## config.mk

```make
export PLATFORM = sky130hd
export DESIGN_NAME = subcarrier_map
export DESIGN_NICKNAME = d
export VERILOG_FILES = /design/src/rtl/subcarrier_map_pkg.sv /design/src/rtl/subcarrier_map_pilot_lfsr.sv /design/src/rtl/subcarrier_map.sv
export SDC_FILE = /design/constraint.sdc
export NUM_CORES = 1
export LEC_CHECK = 0
export CAP_MARGIN = 20
export CORE_MARGIN = 5
export CORE_UTILIZATION = 46
export DETAILED_ROUTE_END_ITERATION = 7
export PLACE_DENSITY = 0.79
export SLEW_MARGIN = 15
export SYNTH_ARGS = -nofsm -noshare
export SYNTH_HDL_FRONTEND = slang
export SYNTH_SLANG_ARGS = --single-unit
```

## constraint.sdc

```tcl
create_clock -name CLK_I -period 2.8 [get_ports CLK_I]
set_input_delay 0.56 -clock CLK_I [delete_from_list [all_inputs] [get_ports CLK_I]]
set_output_delay 0.56 -clock CLK_I [all_outputs]
set_load 0.05 [all_outputs]
```

## src/rtl/subcarrier_map_pkg.sv

```systemverilog
// Shared constants and types for the 802.11a/g subcarrier mapper.
// Bin classes are held as 64-bit masks indexed by IFFT bin number.
package subcarrier_map_pkg;

  localparam int NFFT  = 64;
  localparam int BIN_W = 6;
  localparam logic [BIN_W-1:0] BIN_LAST = BIN_W'(NFFT - 1);

  // Pilot-polarity scrambler state loaded at each frame start
  localparam logic [6:0] DEFAULT_LFSR_SEED = 7'h7F;

  // NULL bins: DC (0) and the guard band 27..37
  localparam logic [NFFT-1:0] NULL_MASK      = 64'h0000_003F_F800_0001;
  // PILOT bins: 7, 21, 43, 57
  localparam logic [NFFT-1:0] PILOT_MASK     = 64'h0200_0800_0020_0080;
  // Base pilot signs: only bin 21 is -1, the other pilots are +1
  localparam logic [NFFT-1:0] PILOT_NEG_MASK = 64'h0000_0000_0020_0000;

  typedef enum logic [1:0] {
    BIN_NULL,
    BIN_PILOT,
    BIN_DATA
  } bin_class_t;

  typedef enum logic [1:0] {
    ST_IDLE,
    ST_MAP,
    ST_FLUSH,
    ST_CLOSE
  } state_t;

  function automatic bin_class_t classify(input logic [BIN_W-1:0] k);
    bin_class_t c;
    if (NULL_MASK[k])       c = BIN_NULL;
    else if (PILOT_MASK[k]) c = BIN_PILOT;
    else                    c = BIN_DATA;
    return c;
  endfunction

  function automatic logic pilot_base_neg(input logic [BIN_W-1:0] k);
    return PILOT_NEG_MASK[k];
  endfunction

endpackage

```

## src/rtl/subcarrier_map_pilot_lfsr.sv

```systemverilog
// Pilot-polarity scrambler, x^7 + x^4 + 1. The output bit is the
// feedback of the current state: 0 selects +1 polarity, 1 selects -1.
module pilot_lfsr #(
  parameter logic [6:0] SEED = 7'h7F
) (
  input  logic clk,
  input  logic rst,
  input  logic load,
  input  logic advance,
  output logic pol_neg
);

  logic [6:0] s;
  logic       fb;

  assign fb      = s[6] ^ s[3];
  assign pol_neg = fb;

  // Reload at frame start, step once per completed symbol
  always_ff @(posedge clk or posedge rst) begin
    if (rst)          s <= SEED;
    else if (load)    s <= SEED;
    else if (advance) s <= {s[5:0], fb};
  end

endmodule

```

## src/rtl/subcarrier_map.sv

```systemverilog
// 802.11a/g subcarrier mapper: 48 data words in, 64 IFFT bins out per
// symbol, with DC/guard nulls and four BPSK pilots inserted.
// Build option SCRAMBLED_PILOT_EN: when defined, pilot polarity follows the
// 127-long scrambler; when undefined, pilots always use the base pattern.
module subcarrier_map
  import subcarrier_map_pkg::*;
#(
  parameter logic signed [15:0] PILOT_AMP = 16'sd8192,
  parameter logic [6:0]         LFSR_SEED = DEFAULT_LFSR_SEED
) (
  input  logic        CLK_I,
  input  logic        RST_I,
  input  logic [31:0] DAT_I,
  input  logic        CYC_I,
  input  logic        STB_I,
  input  logic        WE_I,
  output logic        ACK_O,
  output logic [31:0] DAT_O,
  output logic        CYC_O,
  output logic        STB_O,
  output logic        WE_O,
  input  logic        ACK_I
);

  state_t           state, state_n;
  logic [BIN_W-1:0] bin, bin_n;
  bin_class_t       cls;
  logic             ena;
  logic             out_halt;
  logic             cyc_prev;
  logic [31:0]      dat_n;
  logic [31:0]      bin_word;
  logic             stb_n;
  logic             cyc_n;
  logic             lfsr_load;
  logic             lfsr_adv;
  logic             pol_neg;

  function automatic logic [31:0] pilot_word(input logic neg);
    logic signed [15:0] i_val;
    i_val = neg ? -PILOT_AMP : PILOT_AMP;
    return {i_val, 16'h0000};
  endfunction

  assign ena      = CYC_I & STB_I & WE_I;
  assign out_halt = STB_O & ~ACK_I;
  assign cls      = classify(bin);
  assign ACK_O    = ~out_halt & ena & (state == ST_MAP) & (cls == BIN_DATA);
  assign WE_O     = STB_O;

  // Generated word for non-data bins; DATA bins map to zero during flush
  assign bin_word = (cls == BIN_PILOT) ? pilot_word(pilot_base_neg(bin) ^ pol_neg) : 32'h0;

`ifdef SCRAMBLED_PILOT_EN
  pilot_lfsr #(
    .SEED    (LFSR_SEED)
  ) u_pilot_lfsr (
    .clk     (CLK_I),
    .rst     (RST_I),
    .load    (lfsr_load),
    .advance (lfsr_adv),
    .pol_neg (pol_neg)
  );
`else
  // Fixed +1 polarity; the scrambler controls and seed fold into a constant
  assign pol_neg = 1'b0 & (^{LFSR_SEED, lfsr_load, lfsr_adv});
`endif

  // Next-state, bin walk and output-register load decisions
  always_comb begin
    state_n   = state;
    bin_n     = bin;
    dat_n     = DAT_O;
    stb_n     = STB_O;
    cyc_n     = CYC_O;
    lfsr_load = 1'b0;
    lfsr_adv  = 1'b0;
    unique case (state)
      ST_IDLE: begin
        if (CYC_I && !cyc_prev) begin
          cyc_n     = 1'b1;
          lfsr_load = 1'b1;
          bin_n     = '0;
          state_n   = ST_MAP;
        end
      end
      ST_MAP: begin
        if (!out_halt) begin
          stb_n = 1'b0;
          if (bin == '0) begin
            // A symbol only starts once input data is actually on offer
            if (!CYC_I) begin
              state_n = ST_CLOSE;
            end else if (ena) begin
              stb_n = 1'b1;
              dat_n = 32'h0;
              bin_n = bin + 6'd1;
            end
          end else begin
            if (cls != BIN_DATA) begin
              stb_n    = 1'b1;
              dat_n    = bin_word;
              bin_n    = bin + 6'd1;
              lfsr_adv = (bin == BIN_LAST);
            end else if (ena) begin
              stb_n    = 1'b1;
              dat_n    = DAT_I;
              bin_n    = bin + 6'd1;
              lfsr_adv = (bin == BIN_LAST);
            end
            if (!CYC_I) state_n = ST_FLUSH;
          end
        end
      end
      ST_FLUSH: begin
        if (!out_halt) begin
          stb_n = 1'b1;
          dat_n = bin_word;
          bin_n = bin + 6'd1;
          if (bin == BIN_LAST) begin
            lfsr_adv = 1'b1;
            state_n  = ST_CLOSE;
          end
        end
      end
      ST_CLOSE: begin
        // Drop the frame once the last word is gone
        if (!out_halt) begin
          stb_n   = 1'b0;
          cyc_n   = 1'b0;
          state_n = ST_IDLE;
        end
      end
      default: state_n = ST_IDLE;
    endcase
  end

  // State, bin counter and registered output stage
  always_ff @(posedge CLK_I or posedge RST_I) begin
    if (RST_I) begin
      state    <= ST_IDLE;
      bin      <= '0;
      DAT_O    <= 32'h0;
      STB_O    <= 1'b0;
      CYC_O    <= 1'b0;
      cyc_prev <= 1'b0;
    end else begin
      state    <= state_n;
      bin      <= bin_n;
      DAT_O    <= dat_n;
      STB_O    <= stb_n;
      CYC_O    <= cyc_n;
      cyc_prev <= CYC_I;
    end
  end

endmodule

```

==> impl_metrics.csv, run 1 <==
group,metric,value,unit
power,powerDensity,1130,nW/µm²
sta,drv_slew,0,
global_routing,grt_pass1_vias,1890,
detailed_routing,dr.first_iter.drc_count,83,
floorplanning,initial_core_util,46.5,%
floorplanning,coreArea,5040,µm²
cts,cts_buffers,5,
detailed_routing,vias,1916,
yosys,synth.avg_cell_area,10.0,µm²
critical_path,worstPathArrival,2.08,ns
yosys,synth_area,2350,µm²
cells_and_area,drive_gt1_share,9.35,%
cells_and_area,n_fill_cell,418,
flow_run,drv_cap,0,
critical_path,cp.required,2.24,ns
detailed_routing,drc,0,
global_routing,grt.overflow.total,0,
yosys,synth_warnings,0,
cells_and_area,area_growth,40.6,%
sta,finalHoldViolCount,0,
cells_and_area,final_core_util,65.4,%
cells_and_area,seq_area,1080,µm²
cts,postCtsSetupRepairBufs,0,
cts,cts_tree,"done",
critical_path,endpoint_kind,"output port",
power,worst_ir_drop_vdd,0.700,mV
detailed_routing,postRouteAntennaNets,0,
cts,cts_sinks,43,
cts,clockBufferDepth,2,
floorplanning,die_area,6630,µm²
power,p_leak,1.36,nW
detailed_routing,dr.pass1.iters,4,
cells_and_area,multi_input_area,1060,µm²
placed_design,io_buffers,73,
yosys,synth_cell_types,39,
sta,whs,0.516,ns
run_status,status,"finished clean",
floorplanning,die_x,81.4,µm
yosys,ys_seq_area_share,45.9,%
critical_path,path_class,"flip-flop to output port",
cts,clockRootBuffer,"clkbuf_8",
yosys,synth_nets,281,
sta,setup_viol,0,
sta,relSlewSlack,61.1,%
detailed_routing,wl_per_cell,14.6,µm
placed_design,dpl.hpwl,4070,µm
sta,period_needed,2.64,ns
placed_design,place_congestion,0.805,
floorplanning,fp.dieH,81.4,µm
cts,htreeDepth,2,
critical_path,start_kind,"flip-flop",
floorplanning,rows,26,
detailed_routing,via_per_inst,5.04,
critical_path,critical_path.max_fanout,6,
sta,period_share,94.4,%
detailed_routing,routed_wl,5530,µm
worst_hold_path,min_path_type,"flip-flop to flip-flop",
placed_design,place_area,3170,µm²
global_routing,grt_pass1_wl,8980,µm
cts,clkTransAtPathRegs,0.08,ns
cells_and_area,diodes,0,
yosys,netlist_instances,234,
cts,clkLatencyLatePin,0.29,ns
cells_and_area,mostFrequentLayoutCells,"clkdlybuf4s50_1 (72), dfrtp_1 (42), inv_1 (41)",
global_routing,grt_max_degree,44,
cells_and_area,final_cell_area,3300,µm²
global_routing,antenna_found_initial,0,
yosys,synth_seq_cells,43,
cells_and_area,finalNetCount,356,
cells_and_area,layout_commonest_cell,"clkdlybuf4s50_1",
sta,tightest_slew,0.583,ns
floorplanning,io_pins,74,
global_routing,grt_usage,17.4,%
sta,max_freq,378,MHz
sta,finClkSkew,0.00540,ns
critical_path,r2r_setup_slack,0.39,ns
-- power by group --
| part | switching [mW] | internal (mW) |
|---|---|---|
| Clock | 0.210 | 0.289 |
| Sequential | 0.130 | 0.837 |
| Combinational | 1.42 | 0.839 |
-- layer usage --
layer	vias to the layer above	global-route usage (%)	wire length, µm
met4	0	6.93	133
met5	-	0	0
met1	905	23.2	2470
met2	69	27.6	2570
li1	928	-	-
met3	14	3.84	359
-- per-stage QoR --
stage	TNS, ns	setup slack [ns]	std cells	total power [mW]
6_report	0	0.157	380	3.72
3_3_place_gp	0	0.317	372	3.20
3_5_place_dp	0	0.273	372	3.24
4_1_cts	0	0.0971	380	3.75
5_1_grt	-0.00815	-0.00815	380	3.95
2_1_floorplan	0	0.179	234	2.59
-- cell usage after synthesis (all sizes together) --
library cell / number / share of area, %
a31oi: 4 / 1.7
nand3b: 2 / 0.64
mux2i: 32 / 14
nor2: 6 / 0.96
a41o: 1 / 0.43
nand2b: 3 / 0.80
a22o: 4 / 1.5
a211oi: 2 / 0.85
a221o: 3 / 1.3
nor4: 2 / 0.53
or3: 2 / 0.53
o31ai: 1 / 0.32
mux2: 3 / 1.4
nor2b: 1 / 0.27
xnor2: 1 / 0.37
a21o: 1 / 0.32
o32ai: 1 / 0.69
a2111oi: 3 / 1.2
o221ai: 1 / 0.37
buf: 6 / 2.5
a21oi: 5 / 1.5
dfrtp: 43 / 46
clkbuf: 6 / 0.96
nand2: 36 / 5.8
nor3: 2 / 0.43
a22oi: 1 / 0.53
ha: 9 / 4.8
or4b: 1 / 0.59
nand3: 4 / 0.85
inv: 41 / 6.6
o21ai: 5 / 1.1
or3b: 1 / 0.37
nor4b: 1 / 0.37
-- cell type report --
cell class,instances,area share [%]
clock buffer,6,2.50
clock inverter,2,1.06
timing repair buffer,80,24.4
sequential,43,32.7
inverter,41,4.66
tap,70,2.65
multi-input combinational,138,32.0
-- cells by family (layout without fill, tap and decap cells) --
group / Yosys count / count (layout) / share of synthesized area [%]
compound gates: 32 / 32 / 11.8
simple gates: 61 / 61 / 12.1
buf+inv: 53 / 129 / 9.97
xor+xnor: 1 / 1 / 0.373
mux: 35 / 35 / 15.1
fa+ha+maj: 9 / 9 / 4.80
flops: 43 / 43 / 45.9
-- worst paths after layout --
| path | start | to | depth (start not counted) |
|---|---|---|---|
| max in group asynchronous | RST_I | bin[0]$_DFFE_PP0P_ | 3 |
| worst min register to register | DAT_O[27]$_DFFE_PP0P_ | DAT_O[27]$_DFFE_PP0P_ | 2 |
| worst max register to register | bin[3]$_DFFE_PP0P_ | DAT_O[13]$_DFFE_PP0P_ | 6 |
| worst max-delay path | bin[1]$_DFFE_PP0P_ | ACK_O | 7 |
| worst min-delay path | DAT_O[27]$_DFFE_PP0P_ | DAT_O[27]$_DFFE_PP0P_ | 2 |
| min in group asynchronous | RST_I | DAT_O[2]$_DFFE_PP0P_ | 3 |
-- worst max-delay path: stages, from the launching register on --
cell and delay, ns:
dfrtp_1 0.45, inv_1 0.11, ha_1 0.14, or4b_4 0.51
a21oi_4 0.18, nor2_1 0.09, nor4b_4 0.14, buf_12 0.17
-- repair_timing --
action,CTS,global route
endpoints found under the setup margin,0,1
hold buffers,0,0
gates resized for setup,0,2
-- registers in the layout, indices dropped and copies added, names as in the netlist --
| signal | cells |
|---|---|
| CYC_O | 1 |
| DAT_O | 32 |
| STB_O | 1 |
| bin | 6 |
| cyc_prev | 1 |
| state | 2 |
(Power assumes the default switching activity.)
==> run 2, diff against run 1 <==
--- a/config.mk
+++ b/config.mk
@@ -7,10 +7,11 @@
 export LEC_CHECK = 0
 export CAP_MARGIN = 20
 export CORE_MARGIN = 5
-export CORE_UTILIZATION = 46
+export CORE_UTILIZATION = 50
 export DETAILED_ROUTE_END_ITERATION = 7
-export PLACE_DENSITY = 0.79
+export PLACE_DENSITY = 0.85
 export SLEW_MARGIN = 15
 export SYNTH_ARGS = -nofsm -noshare
 export SYNTH_HDL_FRONTEND = slang
 export SYNTH_SLANG_ARGS = --single-unit
+export TNS_END_PERCENT = 30
==> constraint.sdc (replaced) <==
create_clock -name CLK_I -period 3.28 [get_ports CLK_I]
set_input_delay 0.656 -clock CLK_I [delete_from_list [all_inputs] [get_ports CLK_I]]
set_output_delay 0.656 -clock CLK_I [all_outputs]
set_load 0.05 [all_outputs]
==> run 2 against run 1 <==
- wire length shrank 4.2%
- sequential power shrank 14%
- non-clock buffer count shrank 4
- global-route usage grew 1.1 points
- core utilization grew 4.5 points
- via count shrank 0.63%
- final cell count shrank 5.3%
- combinational power shrank 15%
- highest routed layer unchanged
==> impl_metrics.csv, run 2 (synthesis gave the netlist of run 1 again) <==
group,metric,value,unit
run_status,status,"finished clean",
critical_path,start_kind,"flip-flop",
cells_and_area,diodes,0,
global_routing,antenna_found_initial,0,
floorplanning,die_area,6160,µm²
critical_path,cp.required,2.62,ns
cts,cts_resized,0,
sta,finalHoldViolCount,0,
critical_path,cp_cell_sequence,"inv_1 -> ha_1 -> or4b_4 -> a21oi_4 -> nor2_1 -> nor4b_2 -> buf_12",
sta,fin_tns_setup,0,ns
sta,tightest_slew,0.762,ns
global_routing,grt_pass1_vias,1903,
placed_design,dpl.hpwl,4010,µm
detailed_routing,dr.max_layer_used,"met4",
sta,max_freq,356,MHz
cells_and_area,drive_gt1_share,7.84,%
floorplanning,coreArea,4630,µm²
placed_design,io_buffers,73,
cells_and_area,largest_register_ffs,32,
cts,clkTransAtPathRegs,0.08,ns
detailed_routing,vias,1904,
cells_and_area,area_growth,38.1,%
sta,drv_slew,0,
cts,cts_tree,"done",
floorplanning,io_pins,74,
sta,finClkSkew,0.00864,ns
detailed_routing,via_per_inst,5.29,
sta,relSlewSlack,49.1,%
cells_and_area,finalNetCount,352,
critical_path,cp.buffers_inverters,2,
sta,period_needed,2.81,ns
critical_path,worst_path_dominant_cell_family,"simple AND/OR/NAND/NOR gates",
detailed_routing,wl_met2,2440,µm
sta,period_share,85.6,%
power,p_leak,1.33,nW
critical_path,critical_path.max_fanout,6,
floorplanning,initial_core_util,50.7,%
cts,clkLatencyLatePin,0.29,ns
sta,setup_viol,0,
critical_path,critPathSlowestCell,"or4b_4",
worst_hold_path,min_path_type,"flip-flop to flip-flop",
power,worst_ir_drop_vdd,0.507,mV
cells_and_area,final_core_util,70.0,%
floorplanning,fp.dieH,78.5,µm
global_routing,grt_pass1_wl,9130,µm
detailed_routing,dr.first_iter.drc_count,174,
detailed_routing,dr.pass1.iters,4,
global_routing,grt_usage,18.5,%
detailed_routing,drc,0,
cts,htreeDepth,2,
global_routing,grt_max_degree,33,
floorplanning,rows,25,
critical_path,worstPathArrival,2.15,ns
cts,clockBufferDepth,2,
cts,hold_buffers,0,
placed_design,place_congestion,0.875,
power,powerDensity,980,nW/µm²
flow_run,drv_cap,0,
cts,postCtsSetupRepairBufs,0,
detailed_routing,routed_wl,5300,µm
cts,clockRootBuffer,"clkbuf_8",
detailed_routing,dr_wl_met3,366,µm
cts,cts_sinks,43,
critical_path,slowest_delay,0.51,ns
critical_path,path_class,"flip-flop to output port",
cells_and_area,layout_commonest_cell,"clkdlybuf4s50_1",
detailed_routing,wl_per_cell,14.7,µm
cts,cts_buffers,5,
critical_path,endpoint_kind,"output port",
sta,rsz0062_at_grt,"no",
global_routing,grt.overflow.total,0,
cells_and_area,largest-register,"DAT_O",
cells_and_area,reg_top3,"DAT_O: 32 flops, bin: 6 flops, state: 2 flops",
floorplanning,die_x,78.5,µm
cells_and_area,mostFrequentLayoutCells,"clkdlybuf4s50_1 (72), dfrtp_1 (43), inv_1 (40)",
detailed_routing,wl_met1,2380,µm
detailed_routing,postRouteAntennaNets,0,
-- run 2: metrics by stage --
stage	cell area [µm²]	total power [mW]	instances	setup slack (ns)	hold slack [ns]
2_1_floorplan	2350	2.21	234	0.563	0.555
3_3_place_gp	3120	2.72	352	0.562	0.505
3_5_place_dp	3120	2.77	352	0.519	0.512
4_1_cts	3240	3.19	360	0.457	0.526
5_1_grt	3240	3.36	360	0.340	0.546
6_report	3240	3.18	360	0.473	0.519
-- run 2: final cells by class --
type                    instances  area [µm²]
fillers                       332        1390
well taps                      54        67.6
inverters                      41         154
clock buffers                   6        82.6
multi-input cells             138        1050
flip-flops and latches         43        1080
clock inverters                 2        35.0
repair buffers                 76         776
-- run 2: final timing paths --
check / cells after the start / to / startpoint / slack [ns]
hold reg to reg: 2 / DAT_O[2]$_DFFE_PP0P_ / DAT_O[2]$_DFFE_PP0P_ / 0.52
max in group asynchronous: 3 / CYC_O$_DFFE_PP0P_ / RST_I / 1.93
hold / removal: 2 / DAT_O[2]$_DFFE_PP0P_ / DAT_O[2]$_DFFE_PP0P_ / 0.52
setup reg to reg: 5 / bin[5]$_DFFE_PP0P_ / bin[5]$_DFFE_PP0P_ / 0.79
setup / recovery: 7 / ACK_O / bin[1]$_DFFE_PP0P_ / 0.47
min in group asynchronous: 2 / DAT_O[26]$_DFFE_PP0P_ / RST_I / 0.66
-- run 2: power by group --
group | total [mW] | internal [mW] | switching, mW | leakage, nW
clock network | 0.423 | 0.246 | 0.177 | 0.0612
logic | 1.93 | 0.711 | 1.21 | 0.689
registers | 0.828 | 0.714 | 0.114 | 0.585
total | 3.18 | 1.67 | 1.50 | 1.33
-- run 2: worst min-delay path: cells and delay by family (launching register included) --
kind / cells / cell delay, ns
mux: 1 / 0.06
buf+inv: 1 / 0.05
flops: 1 / 0.38
-- run 2: metal layers --
metal / track usage [%] / vias to the layer above
li1: - / 919
met4: 5.94 / 0
met2: 29.5 / 70
met1: 24.5 / 903
met5: 0 / -
met3: 4.82 / 12
